==> src/rtl/mips_core_pkg.sv <==
// Shared MIPS core types: architectural/physical register tags and free-list sizing.
package mips_core_pkg;

    localparam int NUM_PHYS_REGS   = 64;
    localparam int FREE_LIST_DEPTH = 32;

    typedef logic [5:0] MipsReg;
    typedef logic [5:0] FreeListPtr;

endpackage

==> src/rtl/phys_reg_free_list.sv <==
// Circular free list of physical registers for rename, with a single head-pointer
// checkpoint for one-cycle branch-mispredict recovery.
module phys_reg_free_list
    import mips_core_pkg::*;
#(
    parameter int DEPTH      = FREE_LIST_DEPTH,
    parameter int FIRST_FREE = 32
) (
    input  logic       clk,
    input  logic       rst,
    input  logic       alloc_req,
    output logic       alloc_ready,
    output MipsReg     alloc_preg,
    input  logic       release_valid,
    input  MipsReg     release_preg,
    input  logic       ckpt_save,
    input  logic       ckpt_restore,
    output logic       ckpt_valid,
    output FreeListPtr free_count,
    output logic       release_err
);

    localparam int IDX_W = $clog2(DEPTH);
    localparam int PTR_W = IDX_W + 1;

    MipsReg           mem [DEPTH];
    logic [PTR_W-1:0] head;
    logic [PTR_W-1:0] tail;
    logic [PTR_W-1:0] ckpt_head;
    logic [PTR_W-1:0] count;

    logic full;
    logic empty;
    logic grant;
    logic restore_ok;
    logic rel_accept;
    logic rel_nonzero;

    // Wrap bit makes tail - head unambiguous: DEPTH means full, 0 means empty.
    assign count       = tail - head;
    assign full        = (count == PTR_W'(DEPTH));
    assign empty       = (count == '0);
    assign free_count  = FreeListPtr'(count);

    assign alloc_ready = !empty;
    assign alloc_preg  = mem[head[IDX_W-1:0]];

    assign rel_nonzero = (release_preg != '0);
    assign grant       = alloc_req & alloc_ready & !ckpt_restore;
    assign restore_ok  = ckpt_restore & ckpt_valid;
    assign rel_accept  = release_valid & !full & rel_nonzero;

    always_ff @(posedge clk) begin
        if (rst) begin
            for (int i = 0; i < DEPTH; i++) begin
                mem[i] <= MipsReg'(FIRST_FREE + i);
            end
            head        <= '0;
            tail        <= PTR_W'(DEPTH);
            ckpt_head   <= '0;
            ckpt_valid  <= 1'b0;
            release_err <= 1'b0;
        end else begin
            if (rel_accept) begin
                mem[tail[IDX_W-1:0]] <= release_preg;
                tail                 <= tail + 1'b1;
            end

            // Restore takes priority over both allocation and a same-cycle save.
            if (restore_ok) begin
                head       <= ckpt_head;
                ckpt_valid <= 1'b0;
            end else if (grant) begin
                head <= head + 1'b1;
            end

            if (ckpt_save && !ckpt_restore) begin
                ckpt_head  <= head;
                ckpt_valid <= 1'b1;
            end

            release_err <= (release_valid & full & rel_nonzero) |
                           (ckpt_restore & !ckpt_valid);
        end
    end

endmodule

==> config.mk <==
export PLATFORM = sky130hd
export DESIGN_NAME = phys_reg_free_list
export DESIGN_NICKNAME = d
export VERILOG_FILES = /design/src/rtl/mips_core_pkg.sv /design/src/rtl/phys_reg_free_list.sv
export SDC_FILE = /design/constraint.sdc
export NUM_CORES = 1
export LEC_CHECK = 0
export BUFFER_PORTS_ARGS = -buffer_cell sky130_fd_sc_hd__buf_2
export CORE_MARGIN = 4
export CORE_UTILIZATION = 39
export CTS_BUF_LIST = sky130_fd_sc_hd__clkbuf_2
export DETAILED_ROUTE_END_ITERATION = 7
export PLACE_DENSITY = 0.62
export SLEW_MARGIN = 20
export SYNTH_ARGS = -nofsm -noshare
export SYNTH_HDL_FRONTEND = slang
export SYNTH_SLANG_ARGS = --single-unit
==> constraint.sdc <==
create_clock -name clk -period 5.8 [get_ports clk]
set_clock_uncertainty 0.1 [all_clocks]
set_input_delay 1.16 -clock clk [delete_from_list [all_inputs] [get_ports clk]]
set_output_delay 1.16 -clock clk [all_outputs]
set_load 0.01 [all_outputs]
==> out/results.ini, run 1 <==
[run_status]
status = finished clean

[route]
drtIter0Drc = 824
firstDrtPassIters = 5
wl_mm = 25.7
avgViaCountPerCell = 5.83
post_drt_wl_per_cell_um = 22.7
num_vias = 6587
route.detailed.drc = 0
antenna_left = 0

[clock_tree]
cts_tree = yes
htree_levels = 2
holdBufCountCts = 0
cts_num_sinks = 217
cts_resized = 0
clkLatencyLatePin_ns = 0.81
cts_setup_buffers = 0
clockBufferDepth = 3
root_buffer = clkbuf_2
cts_made_buffers = 53
path_clk_slew_ns = 0.10

[grt]
grt_overflow = 0
antenna_found_initial = 1
grt_pass1_vias = 6468
grt.total_usage_pct = 17.9
grt_pass1_wl_mm = 39.5
grt_max_degree = 49

[logic_synthesis]
synth_top_area_share_pct = 55.7
synth.distinct_cells = 49
synth-seq-area-share_pct = 60.5
ys_ff_latch = 217
synthFlopType = edfxtp_1
avgSynthCellArea_um2 = 13.9
synth_fp_nets = 765
synth_edf_count = 192
synth_area_um2 = 10300
async_flop_share_pct = 0
yosys-top-cells-area = edfxtp_1 (56%), mux4_2 (13%), dfxtp_1 (4.8%), nand3_1 (3.1%), or3_1 (3.1%)
yosysTopAreaCell = edfxtp_1
yosys_warnings = 0
syn_inst = 742

[critical_path]
cpPeakStageDelay_ns = 0.88
path_delay_family = multiplexers
crit_fanout = 29
crit_chain = buf_4 -> mux4_2 -> mux4_2 -> mux2_2 -> buf_2
path_buf_inv = 2
start_kind = register
end_kind = output pin
path_common_cell = mux4_2
cp_slowest_cell = dfxtp_2
crit_required_ns = 4.54
path_class = register to output pin
arrival_ns = 3.53

[die]
rows = 59
io_pins = 27
die_area_um2 = 29200
die_h_um = 171
start_util_pct = 39.7
core-area_um2 = 26100
die_x_um = 171

[placement]
gp_congestion = 0.792
port_buffers = 26
dpl.hpwl_mm = 16.0

[timing]
finalSetupViolations = 0
rsz0062_at_grt = false
fmax_mhz = 209
tightest_slew_ns = 1.05
maxSlewViolCount = 0
tns_ns = 0
timing.final.crit_period_ns = 4.79
hold_violations = 0
slew_headroom_pct = 29.5
period_share_pct = 82.6

[final_layout]
layout_commonest_cell = edfxtp_1
final_util_pct = 42.7
layout_common_cells = edfxtp_1 (192), clkbuf_2 (81), nand3_1 (65), mux4_2 (60), or3_1 (51)
drive_gt1_share_pct = 25.9
final_nets = 777
area_delta_synth_final_pct = 7.58

[power]
ir_drop_v = 0.000181
power.leakage_nw = 3.46
fin_total_pwr_mw = 3.25
power-per-cell-area_nw_per_um2 = 292

[worst_hold_path]
hp-class = register to register

[job]
cap_violations = 0

-- path summary, 6_finish.rpt --
| path | to | slack, ns | depth (start not counted) | startpoint |
|---|---|---|---|---|
| worst max-delay path | alloc_preg[4] | 1.01 | 5 | register |
| worst max register to register | mem[29][2] | 1.62 | 7 | tail[4] |
| worst min register to register | register | 0.40 | 2 | ckpt_head[1] |
| worst min-delay path | register | 0.40 | 2 | ckpt_head[1] |
-- power breakdown --
group	internal, mW	leakage (nW)	switching [mW]
logic	0.182	1.30	0.290
registers	1.73	1.79	0.0537
clock network	0.371	0.366	0.621
total	2.29	3.46	0.964
-- per-layer routing --
| layer | global-route usage [%] | vias up | routed length, µm |
|---|---|---|---|
| li1 | - | 2956 | - |
| met1 | 25.9 | 3303 | 11100 |
| met2 | 27.9 | 296 | 12000 |
| met3 | 3.37 | 32 | 2090 |
| met4 | 5.24 | 0 | 482 |
| met5 | 0 | - | 0 |
-- cell usage after synthesis (all sizes together), types with 3 or more instances --
cell	n
nor2b	3
mux2	7
nor2	20
a21oi	14
and3	46
nand2b	4
xor2	4
clkbuf	57
xnor2	5
mux2i	3
ha	10
inv	15
nand3	65
a32oi	4
edfxtp	192
nand4	5
buf	25
nand2	7
nand3b	17
o21ai	21
nor3	41
dfxtp	25
mux4	60
a21o	12
or3	51
-- area by class of cell --
type / count / area [µm²]
Antenna cell: 1 / 2.50
Clock buffer: 81 / 405
Clock inverter: 14 / 58.8
Fill cell: 2408 / 14900
Inverter: 15 / 56.3
Multi-Input combinational cell: 428 / 3690
Sequential cell: 217 / 6270
Tap cell: 335 / 419
Timing Repair Buffer: 39 / 228
-- worst reg2reg max path, delay by kind of cell, from the launching register on --
kind	cells	cell delay [ns]
AND/OR/NAND/NOR	2	0.78
AO/OA/AOI/OAI	4	1.85
flip-flops	1	0.67
adder cells (fa/ha/maj)	1	0.40
-- sequential cells by signal, summed over array words and instances, names as in the netlist, named ones only --
register     cells
ckpt_head        6
ckpt_valid       1
head             6
mem            192
release_err      1
tail             6
-- stage by stage --
step	cell area [µm²]	worst slack, ns	hold WS (ns)	std cells
finish	11100	1.01	0.398	1130
global route	11100	0.797	0.408	1130
CTS	11100	0.888	0.389	1129
detailed placement	10700	1.26	0.381	1034
global placement	10700	1.46	0.369	1034
floorplan	10300	2.35	0.354	742
-- kinds of logic after synthesis --
group / count (synthesis) / share of synthesized area (%)
adders and majority gates: 11 / 1.40
muxes: 70 / 14.1
DFF: 217 / 60.5
AOI/OAI and AO/OA: 68 / 4.27
and+or+nand+nor: 270 / 15.0
xor gates and xnor gates: 9 / 0.762
buffers and inverters: 97 / 3.92
(Power assumes the default switching activity.)
==> run 2, diff against run 1 <==
--- a/config.mk
+++ b/config.mk
@@ -10,7 +10,7 @@
 export CORE_UTILIZATION = 39
 export CTS_BUF_LIST = sky130_fd_sc_hd__clkbuf_2
 export DETAILED_ROUTE_END_ITERATION = 7
-export PLACE_DENSITY = 0.62
+export PLACE_DENSITY = 0.64
 export SLEW_MARGIN = 20
 export SYNTH_ARGS = -nofsm -noshare
 export SYNTH_HDL_FRONTEND = slang
==> constraint.sdc (replaced) <==
create_clock -name clk -period 4.3 [get_ports clk]
set_clock_uncertainty 0.1 [all_clocks]
set_input_delay 0.86 -clock clk [delete_from_list [all_inputs] [get_ports clk]]
set_output_delay 0.86 -clock clk [all_outputs]
set_load 0.01 [all_outputs]
==> run 2 against run 1 <==
Effect of this change:
- core utilization is 1.1 points higher
- non-clock buffer count increased by 34
- hold slack got worse by 0.14 ns
- largest cell class unchanged
- highest routed layer unchanged
==> out/results.ini, run 2 (same netlist as run 1, synthesis figures left out) <==
[timing]
timing.final.crit_period_ns = 4.06
fmax_mhz = 246
period_share_pct = 94.4
hold_violations = 0  ; unchanged
finalSetupViolations = 0  ; unchanged
slew_headroom_pct = 22.2  ; -7.2 points
tightest_slew_ns = 1.16  ; +0.103 ns
whs_ns = 0.255  ; -0.143 ns
maxSlewViolCount = 0  ; unchanged

[placement]
port_buffers = 26  ; unchanged
gp_congestion = 0.839  ; +5.9%
dpl.hpwl_mm = 16.7  ; +4.4%
dp_cells = 1065  ; +3.0%
place_area_um2 = 10900  ; +2.2%

[route]
wl_mm = 26.1  ; +1.7%
num_vias = 6613  ; +0.39%
post_drt_wl_per_cell_um = 22.5  ; -1.2%
avgViaCountPerCell = 5.69  ; -2.5%
drtIter0Drc = 512  ; -38%
route.detailed.drc = 0  ; unchanged
firstDrtPassIters = 7  ; +2
antenna_left = 0  ; unchanged

[final_layout]
largest_reg_flops = 192  ; unchanged
final_nets = 813  ; +4.6%
fin_cells = 1163  ; +2.9%
stdcell_area_um2 = 11400  ; +2.5%
layout_common_cells = edfxtp_1 (192), clkbuf_2 (82), nand3_1 (65), mux4_2 (60), or3_1 (51)
layout_commonest_cell = edfxtp_1
drive_gt1_share_pct = 29.0  ; +3.1 points
area_delta_synth_final_pct = 10.3
top_register = mem
final_util_pct = 43.8  ; +1.1 points

[grt]
grt_pass1_vias = 6785  ; +4.9%
grt_overflow = 0  ; unchanged
grt.total_usage_pct = 18.3  ; +0.37 points
grt_pass1_wl_mm = 40.4  ; +2.3%
grt_max_degree = 34  ; -31%
antenna_found_initial = 1  ; unchanged

[clock_tree]
path_clk_slew_ns = 0.10  ; about the same
htree_levels = 2  ; unchanged
root_buffer = clkbuf_2
clkLatencyLatePin_ns = 0.75  ; -0.06 ns
cts_num_sinks = 217  ; unchanged
cts_made_buffers = 55  ; +3.8%
cts_tree = yes
clockBufferDepth = 3  ; unchanged

[power]
comb_power_share_pct = 16.4  ; +1.9 points
internal-power_mw = 3.12  ; +37%
fin_total_pwr_mw = 4.40  ; +35%
clockPowerShare_pct = 29.6  ; -0.9 points
switching_share_pct = 29.0  ; -0.66 points
power.net_switching_mw = 1.28  ; +32%
p_seq_share_pct = 54.0  ; -1.0 points
power.leakage_nw = 3.62  ; +4.8%
ir_drop_v = 0.000364  ; +100%
power-per-cell-area_nw_per_um2 = 385  ; +32%

[die]
core-area_um2 = 26100  ; unchanged
io_pins = 27  ; unchanged
die_area_um2 = 29200  ; unchanged
start_util_pct = 39.7  ; unchanged
die_x_um = 171  ; unchanged
rows = 59  ; unchanged
die_h_um = 171  ; unchanged

[worst_hold_path]
hp-class = input port to register
hp-start = ckpt_restore
holdPathStages = 2  ; unchanged
whs_endpoint = ckpt_valid

[critical_path]
rr_worst_depth = 9  ; +2
path_class = register to output pin
reg2reg_setup_slack_ns = 0.47  ; -1.15 ns
arrival_ns = 3.10  ; -0.43 ns
worst_r2r_startpoint = tail[0]
start_kind = register
r2r_end = mem[26][5]
end_kind = output pin
crit_required_ns = 3.34  ; -1.20 ns
crit_fanout = 12  ; -59%

[run_status]
status = finished clean

[job]
cap_violations = 0  ; unchanged

run 2: per-stage QoR:
step           setup TNS, ns  worst slack (ns)
2_1_floorplan              0              1.03
3_3_place_gp               0             0.618
3_5_place_dp               0             0.487
4_1_cts                    0            0.0176
5_1_grt             -0.00727          -0.00372
6_report                   0             0.243
run 2: critical path, stage by stage, from the launching register on:
cell and delay [ns]:
dfxtp_4 0.54, buf_4 0.30, mux4_2 0.56, mux4_2 0.51, mux2_2 0.28, buf_2 0.14
run 2: how the worst max path moves through the flow:
stage | to | startpoint | slack (ns)
5_1_grt | mem[2][0] | tail[0] | -0.004
3_3_place_gp | mem[22][0] | tail[0] | 0.62
3_5_place_dp | mem[22][0] | tail[0] | 0.49
6_report | alloc_preg[4] | register | 0.24
2_1_floorplan | mem[0][0] | tail[0] | 1.03
4_1_cts | alloc_ready | tail[0] | 0.02
run 2: repair_timing:
action | CTS | global route
pin swaps | 0 | 0
setup endpoints to repair | 6 | 5
hold buffers | 0 | 0
gates resized for setup | 0 | 2
setup buffers | 1 | 2
run 2: power groups by stage:
stage	sequential [mW]	combinational (mW)	clock (mW)
floorplan	2.40	0.485	0
global placement	2.43	0.687	0
detailed placement	2.43	0.688	0
CTS	2.38	0.711	1.34
global route	2.38	0.777	1.46
finish	2.38	0.719	1.30
run 2: cell type report:
cell class,count,area [µm²]
Fill cell,2346,14600
Sequential cell,217,6270
Clock inverter,12,46.3
Multi-Input combinational cell,428,3700
Timing Repair Buffer,73,507
Tap cell,335,419
Clock buffer,82,410
Antenna cell,1,2.50
Inverter,15,56.3
run 2: routing by layer:
layer	track usage (%)	up-vias	routed length (µm)
met2	29.0	221	12500
met5	0	-	0
met4	5.27	0	539
li1	-	3026	-
met3	4.23	31	1690
met1	25.5	3335	11400
